### config.mk
export PLATFORM = sky130hd
export DESIGN_NAME = sti_s4_masker
export DESIGN_NICKNAME = d
export VERILOG_FILES = /design/src/rtl/sti_s4_masker.sv
export SDC_FILE = /design/constraint.sdc
export NUM_CORES = 1
export LEC_CHECK = 0
export BUFFER_PORTS_ARGS = -buffer_cell sky130_fd_sc_hd__buf_4
export CAP_MARGIN = 5
export CELL_PAD_IN_SITES_DETAIL_PLACEMENT = 1
export CELL_PAD_IN_SITES_GLOBAL_PLACEMENT = 1
export CORE_UTILIZATION = 44
export CTS_BUF_LIST = sky130_fd_sc_hd__clkbuf_8
export DETAILED_ROUTE_END_ITERATION = 6
export HOLD_SLACK_MARGIN = 0.15
export PLACE_DENSITY_LB_ADDON = 0.1
export SYNTH_ARGS = -nofsm -noshare
export SYNTH_HDL_FRONTEND = slang
export SYNTH_SLANG_ARGS = --single-unit
### constraint.sdc
create_clock -name clk -period 5.25 [get_ports clk]
set_input_delay 0.525 -clock clk [delete_from_list [all_inputs] [get_ports clk]]
set_output_delay 0.525 -clock clk [all_outputs]
set_load 0.05 [all_outputs]
### src/rtl/sti_s4_masker.sv
// rtl/sti_s4_masker.sv - 3-share Boolean masker for S-box input nibbles with output FIFO
// Optional feature macro: STI_S4_LFSR_EN (internal 16-bit LFSR replaces rnd_in)
module sti_s4_masker #(
  parameter int SHARES = 3,
  parameter int DEPTH  = 2
) (
  input  logic        clk,
  input  logic        rst_n,
  input  logic [3:0]  in_data,
  input  logic        in_valid,
  output logic        in_ready,
  input  logic [7:0]  rnd_in,
  input  logic [15:0] seed,
  input  logic        seed_load,
  output logic [11:0] out_shares,
  output logic        out_valid,
  input  logic        out_ready,
  output logic [15:0] mask_cnt
);

  localparam int AW = (DEPTH == 4) ? 2 : 1;
  localparam int SW = 4 * SHARES;

  typedef enum logic [1:0] {IDLE, SEED, RUN} state_t;

  state_t        state;
  logic [AW:0]   wr_ptr;
  logic [AW:0]   rd_ptr;
  logic [SW-1:0] mem [DEPTH];
  logic [7:0]    r;
  logic [SW-1:0] shares;
  logic          full;
  logic          empty;
  logic          push;
  logic          pop;
  logic          reload;

`ifdef STI_S4_LFSR_EN
  logic [15:0] lfsr;
  logic        unused_rnd;
  assign unused_rnd = ^rnd_in;
  assign r          = lfsr[7:0];
  assign reload     = seed_load;
`else
  logic unused_seed;
  assign unused_seed = ^{seed, seed_load};
  assign r           = rnd_in;
  assign reload      = 1'b0;
`endif

  assign full  = (wr_ptr[AW] != rd_ptr[AW]) && (wr_ptr[AW-1:0] == rd_ptr[AW-1:0]);
  assign empty = (wr_ptr == rd_ptr);

  // A seed reload in RUN steals the cycle so no transfer sees a half-updated LFSR
  assign in_ready  = (state == RUN) && !full && !reload;
  assign out_valid = !empty;
  assign push      = in_valid && in_ready;
  assign pop       = out_valid && out_ready;

  // Only masked shares leave this expression; in_data itself is never registered
  assign shares     = {in_data ^ r[3:0] ^ r[7:4], r[7:4], r[3:0]};
  assign out_shares = empty ? 12'h000 : mem[rd_ptr[AW-1:0]];

  // Control FSM, plus LFSR seeding and per-transfer advance when enabled
  always_ff @(posedge clk or negedge rst_n) begin
    if (!rst_n) begin
      state <= IDLE;
`ifdef STI_S4_LFSR_EN
      lfsr  <= 16'hACE1;
`endif
    end else begin
      case (state)
`ifdef STI_S4_LFSR_EN
        IDLE: state <= SEED;
        SEED: if (seed_load) state <= RUN;
`else
        IDLE: state <= RUN;
        SEED: state <= RUN;
`endif
        RUN:     state <= RUN;
        default: state <= IDLE;
      endcase
`ifdef STI_S4_LFSR_EN
      if (seed_load && (state != IDLE)) begin
        lfsr <= seed;
      end else if (push) begin
        lfsr <= {lfsr[14:0], lfsr[15] ^ lfsr[13] ^ lfsr[12] ^ lfsr[10]};
      end
`endif
    end
  end

  // FIFO pointers and mask counter; async reset drops buffered shares at once
  always_ff @(posedge clk or negedge rst_n) begin
    if (!rst_n) begin
      wr_ptr   <= '0;
      rd_ptr   <= '0;
      mask_cnt <= 16'h0000;
    end else begin
      if (push) begin
        wr_ptr   <= wr_ptr + 1'b1;
        mask_cnt <= mask_cnt + 16'h0001;
      end
      if (pop) begin
        rd_ptr <= rd_ptr + 1'b1;
      end
    end
  end

  // Share storage; contents are don't-care while the pointers say empty
  always_ff @(posedge clk) begin
    if (push) begin
      mem[wr_ptr[AW-1:0]] <= shares;
    end
  end

endmodule
# == After elaboration in Yosys (flattened, before gate mapping) ==
# Memories as Yosys holds them, arrays and structs flattened.
# Index checks and enable logic that the tools add are counted.
# totals
regBits,22
mem_bits_rw,24
in_bits,33
out_inout_bits,30
elab_cells,27
n_memories,1
# op_classes
addsub,3
n_eq_ne,5
muxes,4
bitwise_logic,2
n_reduce_logical,8
# memory_table
memory,depth,width,rd,rd_clocked_by_memory_dff,wr,line_no,rtl
mem,2,12,1,0,1,29,logic [SW-1:0] mem [DEPTH];
# op_table
op,n
$add 16x1->16 const B,1
$mux 12,1
$xor 4x4->4,2
$add 2x1->2 const B,2
$logic_and 1x1->1,4
$reduce_or 3->1,1
$eq 2x1->1 const B,1
$eq 2x2->1,1
$eq 2x2->1 const B,1
$logic_not 1->1,2
$logic_not 2->1,1
$mux 1,2
$mux 2,1
$eq 1x1->1,1
$ne 1x1->1,1

# == Logic depth before layout (Yosys ltp) ==
# logic_depth
depth_word,7
depth_mapped,6
depth_no_buf,5

# == Worst setup path after synthesis ==
# No wires, ideal clock.
# synth_timing
path_kind,reg2reg
start,register rd_ptr[0]
end,"memory mem[0][0] in the netlist's numbering, enable pin"
setup_ps,380
arrival_ps,2064
required_time_ps,4870
path_slack_ps,2805
stages_incl_launch_ff,6
n_path_buf,1
synth_period_minus_slack_ps,2445
cell_sequence,dfrtp_1 buf_2 xnor2_2 a21oi_2 nand2_2 nor2_1
# synth_between
elab_chain_len,7
# synth_lines
element,line_no,rtl
"start, declared",28,logic [AW:0] rd_ptr;
"start signal, assigned",105,rd_ptr <= rd_ptr + 1'b1;
$eq 1x1->1,51,assign full = (wr_ptr[AW] != rd_ptr[AW]) && (wr_ptr[AW-1:0] == rd_ptr[AW-1:0]);
$logic_and 1x1->1,51,
$logic_not 1->1,55,assign in_ready = (state == RUN) && !full && !reload;
$logic_and 1x1->1,55,
named net in_ready,11,"output logic in_ready,"
$logic_and 1x1->1,57,assign push = in_valid && in_ready;
$mux 1,112,if (push) begin
$mux 1 (not written as such),113,mem[wr_ptr[AW-1:0]] <= shares;
"end, declared",29,
# The timed path passes the listed nets, and every way through them passes these cells.

# == Worst setup path in the final report ==
# layout_timing
start,register rd_ptr[0]
end,output port out_valid
# layout_between
elab_chain_len,2
# layout_lines
element,line_no,rtl
$eq 2x2->1,52,assign empty = (wr_ptr == rd_ptr);
$logic_not 1->1,56,assign out_valid = !empty;
"end, declared",16,"output logic out_valid,"
# Every way passes these cells.

==> summary.txt <==
count of cell types in the netlist: 23
placed inst area: 2320 µm²
Hold Path Origin: rnd_in[5]
post-route design area: 2430 µm²
root buffer cell: clkbuf_8
worst hold path class: in2reg
Worst-path clk slew: 0.08 ns
DP Worst Slack: 2.28 ns
DRC violation total after the first TritonRoute iteration: 41
Clock Tree Buf Depth: 2
initial antenna violation count: 0
Clock Latency Late Sink: 0.30 ns
final hold violations: 0
post-synthesis cell count: 141
r2r setup slk: 2.41 ns
crit-path max cell delay: 0.90 ns
Layout area overhead: 25.7%
Setup crit end kind: primary output
R2R cell count: 4
placed cell count: 233
max-cap viol count: 0
Pwr Density: 659 nW/µm²
initial core utilization: 47.0%
Initial DRT Pass Iterations: 4
FF-to-FF End: mem[0][2]$_DFFE_PP_
Post-DRT Antenna Nets: 0
# fillers: 426
Peak VDD IR: 0.291 mV
Pleak: 0.00103 µW
ant diodes: 0
Non-Filler Instances: 242
largest net degree at the start of global routing: 22
worst-path maximum fanout: 15
nets@finish: 225
Congestion Overflow GR: 0
Die W: 68.3 µm
Crit Reg-Reg Startpoint: rd_ptr[0]$_DFFE_PN0P_
Max Transition Viols Final: 0
Final Cycle Share: 62.1%
routed len/inst: 16.4 µm
WP data required: 4.72 ns
slew margin rel.: 27.3%
achievable frequency: 306 MHz
Multi-input gate area: 664 µm²
All-Layer GR Usage: 19.2%
Final setup viols: 0
final wirelength: 3960 µm
Worst Setup Start Kind: flop
Setup CP Type: reg2out
CORE AREA: 4120 µm²
syn_area_per_cell: 13.7 µm²
Ports: 63
fin worst setup slack: 1.99 ns
mapped cell area: 1930 µm²
Tot Pwr: 1600 µW
first-pass GRT wire length: 6290 µm
cts bufs inserted: 5
Reg area: 1250 µm²
Least-Margin Pin Slew: 1.09 ns
total vias in the final route: 1,247
Sink Count: 45
crit-path cells: xnor2_2 -> nor2b_1 -> inv_1 -> buf_4
syn nets: 175
RSZ-0062 raised after global routing: no
Synth Warn #: 0
vias in the first global route: 1,240
number of I/O port buffers: 45
CTS HTree Levels: 2
Worst path slowest cell: dfrtp_1
post-synthesis sequential area ratio: 64.5%
Die Footprint: 4660 µm²
CTS tree: done
ratio of cells with drive above 1 in the final layout: 30.2%
status: finished, final reports clean
Final GP Congestion: 0.795
number of core rows: 23
Final Skew: 0.00517 ns
arrival time worst endpoint: 2.74 ns
fin crit period: 3.26 ns
die height: 68.3 µm
Top Family by Delay on Critical Path: flip-flops
WP buf/inv: 2
DRC Markers: 0
via/cell ratio: 5.15
Hold EP: mem[0][5]$_DFFE_PP_
hold depth: 1
Synth Register Bits: 45
TNS Setup: 0 ns
Detailed Place HPWL: 2810 µm
==> final cells by class <==
| cell class | count | share of cell area [%] |
|---|---|---|
| clock inverters | 1 | 0.206 |
| clock buffers | 7 | 3.96 |
| flip-flops and latches | 45 | 51.3 |
| well taps | 50 | 2.57 |
| multi-input cells | 91 | 27.3 |
| repair buffers | 46 | 14.3 |
| inverters | 2 | 0.309 |
==> registers in the layout, summed over array words and instances (netlist names) <==
signal and flops:
mem 24, mask_cnt 16, rd_ptr 2, wr_ptr 2, state 1
==> kinds of logic after synthesis <==
logic type / after synthesis / synth area share, %
adders and majority gates: 1 / 0.647
muxes: 13 / 6.99
buffers and inverters: 5 / 1.16
and+or+nand+nor: 45 / 11.5
AOI/OAI and AO/OA: 2 / 1.49
DFF: 45 / 64.5
xor gates and xnor gates: 29 / 13.5
other: 1 / 0.194
==> cells in the mapped netlist <==
cell / instances / area share [%]
a211oi_4: 1 / 1.0
a21oi_2: 1 / 0.45
and2_1: 1 / 0.32
and3_1: 5 / 1.6
and4_1: 1 / 0.45
buf_2: 3 / 0.78
conb_1: 1 / 0.19
dfrtp_1: 21 / 27
edfxtp_1: 24 / 37
ha_1: 1 / 0.65
inv_1: 2 / 0.39
mux2_4: 1 / 0.78
mux2i_1: 12 / 6.2
nand2_1: 7 / 1.4
nand2_2: 1 / 0.32
nand3_1: 6 / 1.6
nand4_1: 8 / 2.6
nor2_1: 14 / 2.7
nor2b_1: 1 / 0.32
nor3_1: 1 / 0.26
xnor2_1: 26 / 12
xnor2_2: 1 / 0.84
xor2_1: 2 / 0.91
==> where the power goes <==
part	internal, µW	leakage (µW)	total (µW)	switching (µW)
sequential	447	0.000493	524	77.2
combinational	259	0.000487	842	583
clock	119	0.0000542	236	117
==> metrics by stage <==
stage / hold WS (ns) / utilization (%)
finish: 0.422 / 59.0
global route: 0.413 / 59.0
CTS: 0.418 / 59.0
detailed placement: 0.424 / 56.3
global placement: 0.417 / 56.3
floorplan: 0.229 / -
==> placed cells by master (no fill, tap or decap) <==
master	n
a211oi_4	1
a21oi_2	1
and2_1	1
and3_1	5
and4_1	1
buf_4	45
clkbuf_8	7
clkinv_2	1
conb_1	1
dfrtp_1	21
dlygate4sd3_1	1
edfxtp_1	24
ha_1	1
inv_1	2
mux2_4	1
mux2i_1	12
nand2_1	7
nand2_2	1
nand3_1	6
nand4_1	8
nor2_1	14
nor2b_1	1
nor3_1	1
xnor2_1	26
xnor2_2	1
xor2_1	2
==> how the worst max path moves through the flow <==
| stage | startpoint | endpoint | slack, ns | cells past startpoint |
|---|---|---|---|---|
| floorplan | rd_ptr[0]$_DFFE_PN0P_ | mem[0][0]$_DFFE_PP_ | 2.81 | 5 |
| global placement | rd_ptr[0]$_DFFE_PN0P_ | out_valid | 2.37 | 4 |
| detailed placement | rd_ptr[0]$_DFFE_PN0P_ | out_valid | 2.28 | 4 |
| CTS | rd_ptr[0]$_DFFE_PN0P_ | out_valid | 1.96 | 4 |
| global route | rd_ptr[0]$_DFFE_PN0P_ | out_valid | 1.77 | 4 |
| finish | rd_ptr[0]$_DFFE_PN0P_ | out_valid | 1.99 | 4 |
==> worst register-to-register path, cell delays in order, from the launching register on <==
cell	delay [ns]
dfrtp_1	0.90
xnor2_2	0.21
a21oi_2	0.35
nand2_2	0.16
nor2_1	0.84
==> metal layers <==
layer | vias to the layer above | GRT usage [%] | wire length [µm]
li1 | 594 | - | -
met3 | 7 | 5.67 | 187
met2 | 35 | 29.4 | 1930
met5 | - | 0 | 0
met1 | 611 | 25.6 | 1770
met4 | 0 | 7.03 | 76
==> repair_timing <==
action                                 CTS  global route
hold buffers                             1             0
endpoints found under the hold margin   21             0
setup buffers                            0             0
setup endpoints to repair                0             0
resized for setup                        0             0
Power figures use the tool's default switching activity.
